===== src/rtl/multicycle_controller_pkg.sv =====
// ctrl_pkg: opcodes, state encoding and select encodings shared by the multicycle controller
package ctrl_pkg;
    localparam logic [6:0] OP_R      = 7'b0110011;
    localparam logic [6:0] OP_I      = 7'b0010011;
    localparam logic [6:0] OP_LOAD   = 7'b0000011;
    localparam logic [6:0] OP_STORE  = 7'b0100011;
    localparam logic [6:0] OP_BRANCH = 7'b1100011;
    localparam logic [6:0] OP_JAL    = 7'b1101111;
    localparam logic [6:0] OP_JALR   = 7'b1100111;
    localparam logic [6:0] OP_LUI    = 7'b0110111;
    localparam logic [6:0] OP_AUIPC  = 7'b0010111;
    localparam logic [31:0] NOP      = 32'h00000013;
    typedef enum logic [2:0] {
        S_FETCH  = 3'd0,
        S_DECODE = 3'd1,
        S_EXEC   = 3'd2,
        S_MEM    = 3'd3,
        S_WB     = 3'd4,
        S_TRAP   = 3'd7
    } state_t;
    typedef enum logic [1:0] {PC_4, PC_IMM, PC_ALU} pc_sel_t;
    typedef enum logic [1:0] {WB_ALU, WB_LOAD, WB_PC4, WB_UIMM} wb_sel_t;
    typedef enum logic [1:0] {ALU_ADD, ALU_BR, ALU_R, ALU_AUIPC} alu_op_t;
    typedef enum logic [1:0] {SZ_B, SZ_H, SZ_W} mem_size_t;
endpackage


===== src/rtl/multicycle_controller_if.sv =====
// multicycle_controller_if: fetch, data-side handshake and datapath control bundle of the controller
interface multicycle_controller_if #(parameter int XLEN = 32);
    logic [31:0]     inst_in;
    logic            if_ready;
    logic [XLEN-1:0] alu_result;
    logic            branch_taken;
    logic            mem_ready;
    logic            io_ready;
    logic [31:0]     ir;
    logic            if_req;
    logic            pc_we;
    logic [1:0]      pc_sel;
    logic            alu_src;
    logic [1:0]      alu_op;
    logic            mem_req;
    logic            mem_we;
    logic            io_req;
    logic            io_we;
    logic [1:0]      mem_size;
    logic            mem_unsigned;
    logic            reg_we;
    logic [1:0]      wb_sel;
    logic            illegal;
    logic [2:0]      state;
    modport master (
        input  inst_in, if_ready, alu_result, branch_taken, mem_ready, io_ready,
        output ir, if_req, pc_we, pc_sel, alu_src, alu_op, mem_req, mem_we, io_req, io_we,
               mem_size, mem_unsigned, reg_we, wb_sel, illegal, state
    );
    modport slave (
        output inst_in, if_ready, alu_result, branch_taken, mem_ready, io_ready,
        input  ir, if_req, pc_we, pc_sel, alu_src, alu_op, mem_req, mem_we, io_req, io_we,
               mem_size, mem_unsigned, reg_we, wb_sel, illegal, state
    );
endinterface


===== src/rtl/multicycle_controller_decode.sv =====
// ctrl_decode: classifies the latched instruction and checks funct3 legality per class
module ctrl_decode
    import ctrl_pkg::*;
#(
    parameter bit HALF_EN = 1'b1
) (
    input  logic [6:0] op,
    input  logic [2:0] funct3,
    output logic       is_r,
    output logic       is_i,
    output logic       is_load,
    output logic       is_store,
    output logic       is_branch,
    output logic       is_jal,
    output logic       is_jalr,
    output logic       is_lui,
    output logic       is_auipc,
    output logic [1:0] size,
    output logic       is_unsigned,
    output logic       legal
);
    logic ld_ok, st_ok, br_ok;
    assign is_r        = op == OP_R;
    assign is_i        = op == OP_I;
    assign is_load     = op == OP_LOAD;
    assign is_store    = op == OP_STORE;
    assign is_branch   = op == OP_BRANCH;
    assign is_jal      = op == OP_JAL;
    assign is_jalr     = op == OP_JALR;
    assign is_lui      = op == OP_LUI;
    assign is_auipc    = op == OP_AUIPC;
    assign size        = funct3[1:0];
    assign is_unsigned = funct3[2];
    assign ld_ok = funct3 inside {3'b000, 3'b010, 3'b100} || (HALF_EN && funct3 inside {3'b001, 3'b101});
    assign st_ok = funct3 inside {3'b000, 3'b010} || (HALF_EN && funct3 == 3'b001);
    assign br_ok = funct3[2:1] != 2'b01;
    assign legal = is_r || is_i || is_lui || is_auipc || is_jal || (is_jalr && funct3 == 3'b000)
                || (is_branch && br_ok) || (is_load && ld_ok) || (is_store && st_ok);
endmodule


===== src/rtl/multicycle_controller.sv =====
// multicycle_controller: RV32I fetch/decode/execute/memory/write-back sequencer driving datapath controls
module multicycle_controller
    import ctrl_pkg::*;
#(
    parameter int XLEN    = 32,
    parameter int IO_LSB  = 10,
    parameter bit HALF_EN = 1'b1
) (
    input logic clk,
    input logic rst,
    multicycle_controller_if.master bus
);
    state_t     state, nxt;
    logic       is_r, is_i, is_load, is_store, is_branch, is_jal, is_jalr, is_lui, is_auipc;
    logic [1:0] size;
    logic       is_unsigned, legal;
    logic       pc_we_q;
    logic [1:0] pc_sel_q;
    logic       io_addr, mem_io, misaligned, done, in_alu, unused_addr;

    ctrl_decode #(.HALF_EN(HALF_EN)) u_decode (
        .op(bus.ir[6:0]), .funct3(bus.ir[14:12]),
        .is_r(is_r), .is_i(is_i), .is_load(is_load), .is_store(is_store), .is_branch(is_branch),
        .is_jal(is_jal), .is_jalr(is_jalr), .is_lui(is_lui), .is_auipc(is_auipc),
        .size(size), .is_unsigned(is_unsigned), .legal(legal)
    );

    assign io_addr     = &bus.alu_result[XLEN-1:IO_LSB];
    assign mem_io      = (state == S_MEM) ? bus.io_req : io_addr;
    assign misaligned  = (size == SZ_H && bus.alu_result[0]) || (size == SZ_W && bus.alu_result[1:0] != 2'b00);
    assign done        = (bus.mem_req && bus.mem_ready) || (bus.io_req && bus.io_ready);
    assign in_alu      = nxt == S_EXEC || nxt == S_MEM;
    assign unused_addr = ^bus.alu_result[IO_LSB-1:2];
    assign bus.state   = state;
    // a store retires on the cycle its ready arrives, so its PC update follows that ready
    assign bus.pc_we   = pc_we_q || (state == S_MEM && is_store && done);
    assign bus.pc_sel  = (state == S_EXEC && is_branch) ? {1'b0, bus.branch_taken} : pc_sel_q;

    // next-state sequencing
    always_comb begin
        nxt = state;
        case (state)
            S_FETCH:  nxt = (bus.if_req && bus.if_ready) ? S_DECODE : S_FETCH;
            S_DECODE: nxt = legal ? S_EXEC : S_TRAP;
            S_EXEC:   nxt = is_branch ? S_FETCH : (is_load || is_store) ? (misaligned ? S_TRAP : S_MEM) : S_WB;
            S_MEM:    nxt = !done ? S_MEM : is_load ? S_WB : S_FETCH;
            S_WB:     nxt = S_FETCH;
            S_TRAP:   nxt = S_TRAP;
            default:  nxt = S_FETCH;
        endcase
    end

    // state, latched instruction and Moore outputs registered from the upcoming state
    always_ff @(posedge clk or posedge rst) begin
        if (rst) begin
            state            <= S_FETCH;
            bus.ir           <= NOP;
            bus.illegal      <= 1'b0;
            bus.if_req       <= 1'b0;
            pc_we_q          <= 1'b0;
            pc_sel_q         <= PC_4;
            bus.alu_src      <= 1'b0;
            bus.alu_op       <= ALU_ADD;
            bus.mem_req      <= 1'b0;
            bus.mem_we       <= 1'b0;
            bus.io_req       <= 1'b0;
            bus.io_we        <= 1'b0;
            bus.mem_size     <= SZ_B;
            bus.mem_unsigned <= 1'b0;
            bus.reg_we       <= 1'b0;
            bus.wb_sel       <= WB_ALU;
        end else begin
            state            <= nxt;
            if (nxt == S_DECODE) bus.ir <= bus.inst_in;
            bus.illegal      <= nxt == S_TRAP;
            bus.if_req       <= nxt == S_FETCH;
            pc_we_q          <= nxt == S_WB || (nxt == S_EXEC && is_branch);
            pc_sel_q         <= nxt != S_WB ? PC_4 : is_jal ? PC_IMM : is_jalr ? PC_ALU : PC_4;
            bus.alu_src      <= in_alu && (is_i || is_load || is_store || is_jalr || is_lui || is_auipc);
            bus.alu_op       <= !in_alu ? ALU_ADD : is_r ? ALU_R : is_branch ? ALU_BR : is_auipc ? ALU_AUIPC : ALU_ADD;
            bus.mem_req      <= nxt == S_MEM && !mem_io;
            bus.mem_we       <= nxt == S_MEM && !mem_io && is_store;
            bus.io_req       <= nxt == S_MEM && mem_io;
            bus.io_we        <= nxt == S_MEM && mem_io && is_store;
            bus.mem_size     <= nxt == S_MEM ? size : 2'd0;
            bus.mem_unsigned <= nxt == S_MEM && is_unsigned;
            bus.reg_we       <= nxt == S_WB;
            bus.wb_sel       <= nxt != S_WB ? WB_ALU : is_load ? WB_LOAD : (is_jal || is_jalr) ? WB_PC4 : is_lui ? WB_UIMM : WB_ALU;
        end
    end
endmodule


===== src/flat_wrapper.sv =====
// flat-port wrapper written by rule: the top's interface ports become plain ports
module multicycle_controller_flat import ctrl_pkg::*;
#(
    parameter int XLEN    = 32,
    parameter int IO_LSB  = 10,
    parameter bit HALF_EN = 1'b1
)
  (clk, rst, bus_inst_in, bus_if_ready, bus_alu_result, bus_branch_taken, bus_mem_ready, bus_io_ready, bus_ir, bus_if_req, bus_pc_we, bus_pc_sel, bus_alu_src, bus_alu_op, bus_mem_req, bus_mem_we, bus_io_req, bus_io_we, bus_mem_size, bus_mem_unsigned, bus_reg_we, bus_wb_sel, bus_illegal, bus_state);
  multicycle_controller_if #(.XLEN(XLEN)) bus_i ();
  input logic clk;
  input logic rst;
  input wire logic [$bits(bus_i.inst_in)-1:0] bus_inst_in;
  input wire logic [$bits(bus_i.if_ready)-1:0] bus_if_ready;
  input wire logic [$bits(bus_i.alu_result)-1:0] bus_alu_result;
  input wire logic [$bits(bus_i.branch_taken)-1:0] bus_branch_taken;
  input wire logic [$bits(bus_i.mem_ready)-1:0] bus_mem_ready;
  input wire logic [$bits(bus_i.io_ready)-1:0] bus_io_ready;
  output wire logic [$bits(bus_i.ir)-1:0] bus_ir;
  output wire logic [$bits(bus_i.if_req)-1:0] bus_if_req;
  output wire logic [$bits(bus_i.pc_we)-1:0] bus_pc_we;
  output wire logic [$bits(bus_i.pc_sel)-1:0] bus_pc_sel;
  output wire logic [$bits(bus_i.alu_src)-1:0] bus_alu_src;
  output wire logic [$bits(bus_i.alu_op)-1:0] bus_alu_op;
  output wire logic [$bits(bus_i.mem_req)-1:0] bus_mem_req;
  output wire logic [$bits(bus_i.mem_we)-1:0] bus_mem_we;
  output wire logic [$bits(bus_i.io_req)-1:0] bus_io_req;
  output wire logic [$bits(bus_i.io_we)-1:0] bus_io_we;
  output wire logic [$bits(bus_i.mem_size)-1:0] bus_mem_size;
  output wire logic [$bits(bus_i.mem_unsigned)-1:0] bus_mem_unsigned;
  output wire logic [$bits(bus_i.reg_we)-1:0] bus_reg_we;
  output wire logic [$bits(bus_i.wb_sel)-1:0] bus_wb_sel;
  output wire logic [$bits(bus_i.illegal)-1:0] bus_illegal;
  output wire logic [$bits(bus_i.state)-1:0] bus_state;
  assign bus_i.inst_in = bus_inst_in;
  assign bus_i.if_ready = bus_if_ready;
  assign bus_i.alu_result = bus_alu_result;
  assign bus_i.branch_taken = bus_branch_taken;
  assign bus_i.mem_ready = bus_mem_ready;
  assign bus_i.io_ready = bus_io_ready;
  assign bus_ir = bus_i.ir;
  assign bus_if_req = bus_i.if_req;
  assign bus_pc_we = bus_i.pc_we;
  assign bus_pc_sel = bus_i.pc_sel;
  assign bus_alu_src = bus_i.alu_src;
  assign bus_alu_op = bus_i.alu_op;
  assign bus_mem_req = bus_i.mem_req;
  assign bus_mem_we = bus_i.mem_we;
  assign bus_io_req = bus_i.io_req;
  assign bus_io_we = bus_i.io_we;
  assign bus_mem_size = bus_i.mem_size;
  assign bus_mem_unsigned = bus_i.mem_unsigned;
  assign bus_reg_we = bus_i.reg_we;
  assign bus_wb_sel = bus_i.wb_sel;
  assign bus_illegal = bus_i.illegal;
  assign bus_state = bus_i.state;
  multicycle_controller #(.XLEN(XLEN), .IO_LSB(IO_LSB), .HALF_EN(HALF_EN)) u_core (.clk(clk), .rst(rst), .bus(bus_i));
endmodule

===== config.mk =====
export PLATFORM = sky130hd
export DESIGN_NAME = multicycle_controller_flat
export DESIGN_NICKNAME = d
export VERILOG_FILES = /design/src/rtl/multicycle_controller_pkg.sv /design/src/rtl/multicycle_controller_if.sv /design/src/rtl/multicycle_controller_decode.sv /design/src/rtl/multicycle_controller.sv /design/src/flat_wrapper.sv
export SDC_FILE = /design/constraint.sdc
export NUM_CORES = 1
export LEC_CHECK = 0
export ABC_AREA = 0
export BUFFER_PORTS_ARGS = -buffer_cell sky130_fd_sc_hd__buf_2
export CORE_ASPECT_RATIO = 1.25
export CORE_UTILIZATION = 40
export CTS_CLUSTER_SIZE = 40
export DETAILED_ROUTE_END_ITERATION = 10
export GPL_TIMING_DRIVEN = 0
export PLACE_DENSITY = 0.71
export SYNTH_ARGS = -nofsm -noshare
export SYNTH_HDL_FRONTEND = slang
export SYNTH_SLANG_ARGS = --single-unit

===== constraint.sdc =====
create_clock -name clk -period 3.8 [get_ports clk]
set_input_delay 1.14 -clock clk [delete_from_list [all_inputs] [get_ports clk]]
set_output_delay 1.14 -clock clk [all_outputs]
set_load 0.1 [all_outputs]

==> impl_metrics.env, run 1 <==
export IMPL_endpoint_kind="output pin"
export IMPL_ctsHtreeMaxLevel=2
export IMPL_final_common_cell="buf_2"
export IMPL_ioPinCount=123
export IMPL_avgSynthCellArea_um2=12.7
export IMPL_nets=382
export IMPL_setup_slack_ns=0.459
export IMPL_numPortBuffers=114
export IMPL_ys_seq_area_share_pct=55.0
export IMPL_whs_endpoint="u_core.bus.ir[20]"
export IMPL_core_area_mm2=0.00582
export IMPL_slowest_stage="dfstp_2"
export IMPL_drt_drc_violations_left=0
export IMPL_dpl_hpwl_mm=4.17
export IMPL_drv_cap=0
export IMPL_r2r_end="u_core.bus.ir[27]"
export IMPL_chipHeight_um=88.9
export IMPL_postCtsResizedCells=0
export IMPL_gp_congestion=0.803
export IMPL_viasPerCell=5.09
export IMPL_r2r_cells=5
export IMPL_cts_made_buffers=5
export IMPL_holdCritPathClass="reg -> reg"
export IMPL_grt_use_total_pct=17.7
export IMPL_finalSetupViolCount=0
export IMPL_reg2reg_from="u_core.bus.state[2]"
export IMPL_status="complete, no violations"
export IMPL_worst_slew_pin_slew_ns=0.605
export IMPL_antenna_found_initial=0
export IMPL_hold_worst_slack_ns=0.508
export IMPL_tns_ns=0
export IMPL_grt_max_degree=30
export IMPL_critPathRequiredTime_ns=2.66
export IMPL_fmax_ghz=0.299
export IMPL_drt_initial_drc_count=99
export IMPL_cp_max_fo=5
export IMPL_root_buffer="clkbuf_8"
export IMPL_finalNonFillerCells=379
export IMPL_wl_per_cell_um=14.0
export IMPL_relSlewSlack_pct=59.7
export IMPL_layout_area_overhead_vs_synth_pct=33.4
export IMPL_drt_pass1_iterations=4
export IMPL_clock_path_buffers=2
export IMPL_drive_gt1_share_pct=57.8
export IMPL_diodes=0
export IMPL_synth_cells=190
export IMPL_grt_remaining_overflow=0
export IMPL_final_cell_mix="117 x buf_2, 50 x dfrtp_1, 32 x mux2_2, 9 x nor2_1, 8 x nand2_1"
export IMPL_whs_path_depth=1
export IMPL_postCtsSetupRepairBufs=0
export IMPL_path_cells="nand2_1, nor4_4, nand2_1, mux2_2, buf_2"
export IMPL_synth_cell_type_count=50
export IMPL_fin_crit_sh_pct=87.9
export IMPL_ant_nets=0
export IMPL_crit_type="reg -> out"
export IMPL_cp_common_cell="nand2_1"
export IMPL_rsz0062_at_grt="no"
export IMPL_min_delay_start="u_core.bus.ir[20]"
export IMPL_cp_data_arrival_time_ns=2.20
export IMPL_syn_area_mm2=0.00242
export IMPL_wl_mm=5.30
export IMPL_grt_pass1_wl_mm=8.60
export IMPL_slowest_delay_ns=0.57
export IMPL_design_die_area_mm2=0.00636
export IMPL_die_w_um=71.5
export IMPL_synth_seq_cells=53
export IMPL_via_count=1929
export IMPL_dp_cells=371
export IMPL_regToRegSetupSlack_ns=1.64
export IMPL_start_util_pct=41.5
export IMPL_worstSkewPairLatency_ns=0.30
export IMPL_num_rows=31
export IMPL_syn_nets=260
export IMPL_place_ws_ns=0.515
export IMPL_clk_pin_slew_ns=0.09
export IMPL_cts_tree="done"
export IMPL_grt_pass1_vias=1850
export IMPL_min_period_ns=3.34
export IMPL_hold_buffers=0
export IMPL_slew_viol_final=0
export IMPL_startpoint_type="flop"
export IMPL_skew_ns=0.0102
export IMPL_cts_sinks=53
export IMPL_ys_warn_count=0
export IMPL_timing_final_hold_violations=0
## metrics by stage
| step | instance area, um^2 | util, % |
|---|---|---|
| 4_1_cts | 3230 | 55.4 |
| 3_3_place_gp | 3090 | 53.1 |
| 3_5_place_dp | 3110 | 53.4 |
| 6_report | 3230 | 55.4 |
| 5_1_grt | 3230 | 55.4 |
| 2_1_floorplan | 2440 | - |
## registers in the layout, summed over array words and instances, names as in the netlist
name / cells
u_core.bus.reg_we: 1
u_core.bus.illegal: 1
u_core.bus.io_we: 1
u_core.bus.state: 3
u_core.pc_we_q: 1
u_core.bus.if_req: 1
u_core.bus.ir: 32
u_core.bus.alu_op: 2
u_core.bus.wb_sel: 2
u_core.bus.mem_we: 1
u_core.bus.mem_req: 1
u_core.bus.mem_unsigned: 1
u_core.bus.alu_src: 1
u_core.bus.mem_size: 2
u_core.pc_sel_q: 2
u_core.bus.io_req: 1
## synthesized netlist by cell type (all sizes together)
cell type,count,area (um^2)
a2111oi,1,27.5
nor4b,2,23.8
mux2,32,360
nand4b,1,8.76
a22oi,1,7.51
o21a,2,15.0
or4b,1,10.0
nor2b,1,6.26
and3b,1,8.76
nor4,4,55.1
nor3,6,40.0
nand2,9,36.3
inv,5,18.8
a21o,2,16.3
or4,3,22.5
o41ai,1,8.76
dfrtp,50,1250
o21ai,7,35.0
a211o,1,10.0
dfstp,3,78.8
xnor2,1,8.76
nand4,6,37.5
mux2i,1,10.0
or2,3,18.8
clkbuf,1,5.00
o21ba,1,10.0
nand3,5,30.0
nand2b,2,12.5
and2,4,27.5
and3,4,25.0
a211oi,2,15.0
a21oi,4,20.0
nand3b,2,15.0
o2bb2ai,1,27.5
nor3b,2,15.0
buf,7,48.8
nor2,9,33.8
a2bb2oi,1,8.76
a21boi,1,7.51
## layer usage
metal	vias to the layer above	wire length, um	GRT usage [%]
li1	936	-	-
met1	913	2150	20.9
met2	73	2730	32.0
met3	7	346	3.95
met4	0	77	6.24
met5	-	0	0
## kinds of logic (layout without fill, tap and decap cells)
family | Yosys count | after routing | share of synthesized area (%)
AOI/OAI and AO/OA | 25 | 25 | 8.64
xor gates and xnor gates | 1 | 1 | 0.362
buffers and inverters | 13 | 136 | 3.00
DFF | 53 | 53 | 55.0
muxes | 33 | 33 | 15.3
and+or+nand+nor | 65 | 65 | 17.7
## how the worst max path moves through the flow
stage                          endpoint  slack (ns)  cells past startpoint              from
after global placement        bus_pc_we        0.52                      4     bus_mem_ready
after floorplan               bus_pc_we        0.06                      5  u_core.bus.ir[2]
final                     bus_pc_sel[0]        0.46                      5  u_core.bus.ir[1]
after global routing      bus_pc_sel[0]        0.28                      6  u_core.bus.ir[5]
after CTS                 bus_pc_sel[0]        0.44                      6  u_core.bus.ir[5]
after detailed placement      bus_pc_we        0.51                      4     bus_mem_ready
## worst max-delay path: cells and delay by family, from the launching register on
family        cells  cell delay [ns]
buf+inv           1             0.41
flops             1             0.57
mux               1             0.25
simple gates      3             0.67
## final cells by class
class	count	area (um^2)
Clock inverter	1	30.0
Multi-Input combinational cell	124	1030
Fill cell	528	2590
Buffer	8	53.8
Tap cell	66	82.6
Clock buffer	7	86.3
Timing Repair Buffer	115	591
Sequential cell	53	1330
Inverter	5	18.8
Power of run 1 is left out: the tool's default activity adds up to more than one toggle a clock period on the data nets, which glitch-free logic cannot reach.
==> run 2: changes to the inputs <==
--- a/config.mk
+++ b/config.mk
@@ -12,6 +12,7 @@
 export CTS_CLUSTER_SIZE = 40
 export DETAILED_ROUTE_END_ITERATION = 10
 export GPL_TIMING_DRIVEN = 0
+export MAX_ROUTING_LAYER = met4
 export PLACE_DENSITY = 0.71
 export SYNTH_ARGS = -nofsm -noshare
 export SYNTH_HDL_FRONTEND = slang
==> run 2 against run 1 <==
  * First-iteration DRC count is 3.0% lower
  * Register-to-register slack about the same
  * Sequential share of layout area unchanged
  * Cell count unchanged
  * Highest routed layer unchanged
==> impl_metrics.env, run 2 (synthesis gave the netlist of run 1 again) <==
export IMPL_fin_crit_sh_pct=88.5
export IMPL_nFillCells=528
export IMPL_min_period_ns=3.36
export IMPL_num_rows=31
export IMPL_wl_per_cell_um=14.1
export IMPL_root_buffer="clkbuf_8"
export IMPL_ant_nets=0
export IMPL_gp_congestion=0.814
export IMPL_skew_ns=0.0102
export IMPL_die_w_um=71.5
export IMPL_antenna_found_initial=0
export IMPL_grt_remaining_overflow=0
export IMPL_slowest_stage="buf_2"
export IMPL_largest_reg_flops=32
export IMPL_chipHeight_um=88.9
export IMPL_slowest_delay_ns=0.41
export IMPL_clock_path_buffers=2
export IMPL_layout_area_overhead_vs_synth_pct=33.4
export IMPL_cp_num_cells=6
export IMPL_via_count=1924
export IMPL_diodes=0
export IMPL_fmax_ghz=0.297
export IMPL_wl_met2_mm=2.71
export IMPL_dpl_hpwl_mm=4.17
export IMPL_grt_use_total_pct=18.3
export IMPL_grt_pass1_wl_mm=8.60
export IMPL_largest_registers="u_core.bus.ir: 32 flops, u_core.bus.state: 3 flops"
export IMPL_worst_slew_pin_slew_ns=0.605
export IMPL_ctsHtreeMaxLevel=2
export IMPL_timing_final_hold_violations=0
export IMPL_tns_ns=0
export IMPL_viasPerCell=5.08
export IMPL_drv_cap=0
export IMPL_cts_sinks=53
export IMPL_clk_pin_slew_ns=0.10
export IMPL_wl_mm=5.33
export IMPL_postCtsSetupRepairBufs=0
export IMPL_path_buf_inv=2
export IMPL_ff_latch_area_mm2=0.00133
export IMPL_endpoint_kind="output pin"
export IMPL_design_die_area_mm2=0.00636
export IMPL_grt_pass1_vias=1853
export IMPL_nets=382
export IMPL_wl_met3_um=303
export IMPL_wl_met1_mm=2.24
export IMPL_core_area_mm2=0.00582
export IMPL_whs_path_depth=1
export IMPL_slew_viol_final=0
export IMPL_cp_data_arrival_time_ns=2.22
export IMPL_path_delay_family="simple AND/OR/NAND/NOR gates"
export IMPL_critPathRequiredTime_ns=2.66
export IMPL_final_cell_mix="117 x buf_2, 50 x dfrtp_1, 32 x mux2_2, 9 x nor2_1, 8 x nand2_1"
export IMPL_status="complete, no violations"
export IMPL_cp_max_fo=10
export IMPL_grt_max_degree=30
export IMPL_cts_tree="done"
export IMPL_cts_made_buffers=5
export IMPL_postCtsResizedCells=0
export IMPL_drt_pass1_iterations=4
export IMPL_rsz0062_at_grt="no"
export IMPL_hold_buffers=0
export IMPL_start_util_pct=41.5
export IMPL_highest_layer="met4"
export IMPL_relSlewSlack_pct=59.6
export IMPL_path_cells="buf_4, nand3b_1, nor4_4, nand2_1, mux2_2, buf_2"
export IMPL_drt_drc_violations_left=0
export IMPL_crit_type="reg -> out"
export IMPL_startpoint_type="flop"
export IMPL_drt_initial_drc_count=96
export IMPL_multi_input_area_mm2=0.00103
export IMPL_worstSkewPairLatency_ns=0.30
export IMPL_drive_gt1_share_pct=57.8
export IMPL_finalSetupViolCount=0
export IMPL_r2r_cells=5
export IMPL_final_common_cell="buf_2"
export IMPL_top_register="u_core.bus.ir"
export IMPL_numPortBuffers=114
export IMPL_ioPinCount=123
export IMPL_holdCritPathClass="reg -> reg"
-- run 2: routing by layer --
layer | track usage, % | vias to the layer above
li1 | - | 934
met4 | 6.24 | 0
met3 | 3.61 | 6
met1 | 21.2 | 914
met2 | 32.0 | 70
met5 | - | -
-- run 2: metrics by stage --
stage          setup slack (ns)  std cells  utilization (%)  instance area [um^2]  hold WS (ns)
4_1_cts                   0.444        379             55.4                  3230         0.511
3_5_place_dp              0.515        371             53.4                  3110         0.490
2_1_floorplan            0.0609        190                -                  2440         0.569
5_1_grt                   0.278        379             55.4                  3230         0.517
6_report                  0.437        379             55.4                  3230         0.508
3_3_place_gp              0.519        370             53.1                  3090         0.485
-- run 2: path summary, 6_finish.rpt --
kind / from / endpoint / slack [ns]
setup / recovery: u_core.bus.ir[5] / bus_pc_sel[0] / 0.44
hold / removal: u_core.bus.ir[20] / u_core.bus.ir[20] / 0.51
setup reg to reg: u_core.bus.state[2] / u_core.bus.ir[7] / 1.64
hold reg to reg: u_core.bus.ir[20] / u_core.bus.ir[20] / 0.51
max in group asynchronous: rst / u_core.bus.mem_size[1] / 2.39
min in group asynchronous: rst / u_core.bus.ir[19] / 0.86
-- run 2: area by class of cell --
cell class | instances | area share (%)
tap | 66 | 2.56
timing repair buffer | 115 | 18.3
buffer | 8 | 1.67
inverter | 5 | 0.582
multi-input combinational | 124 | 32.0
sequential | 53 | 41.2
clock inverter | 1 | 0.931
clock buffer | 7 | 2.68
Power of run 2 is left out for the same reason.
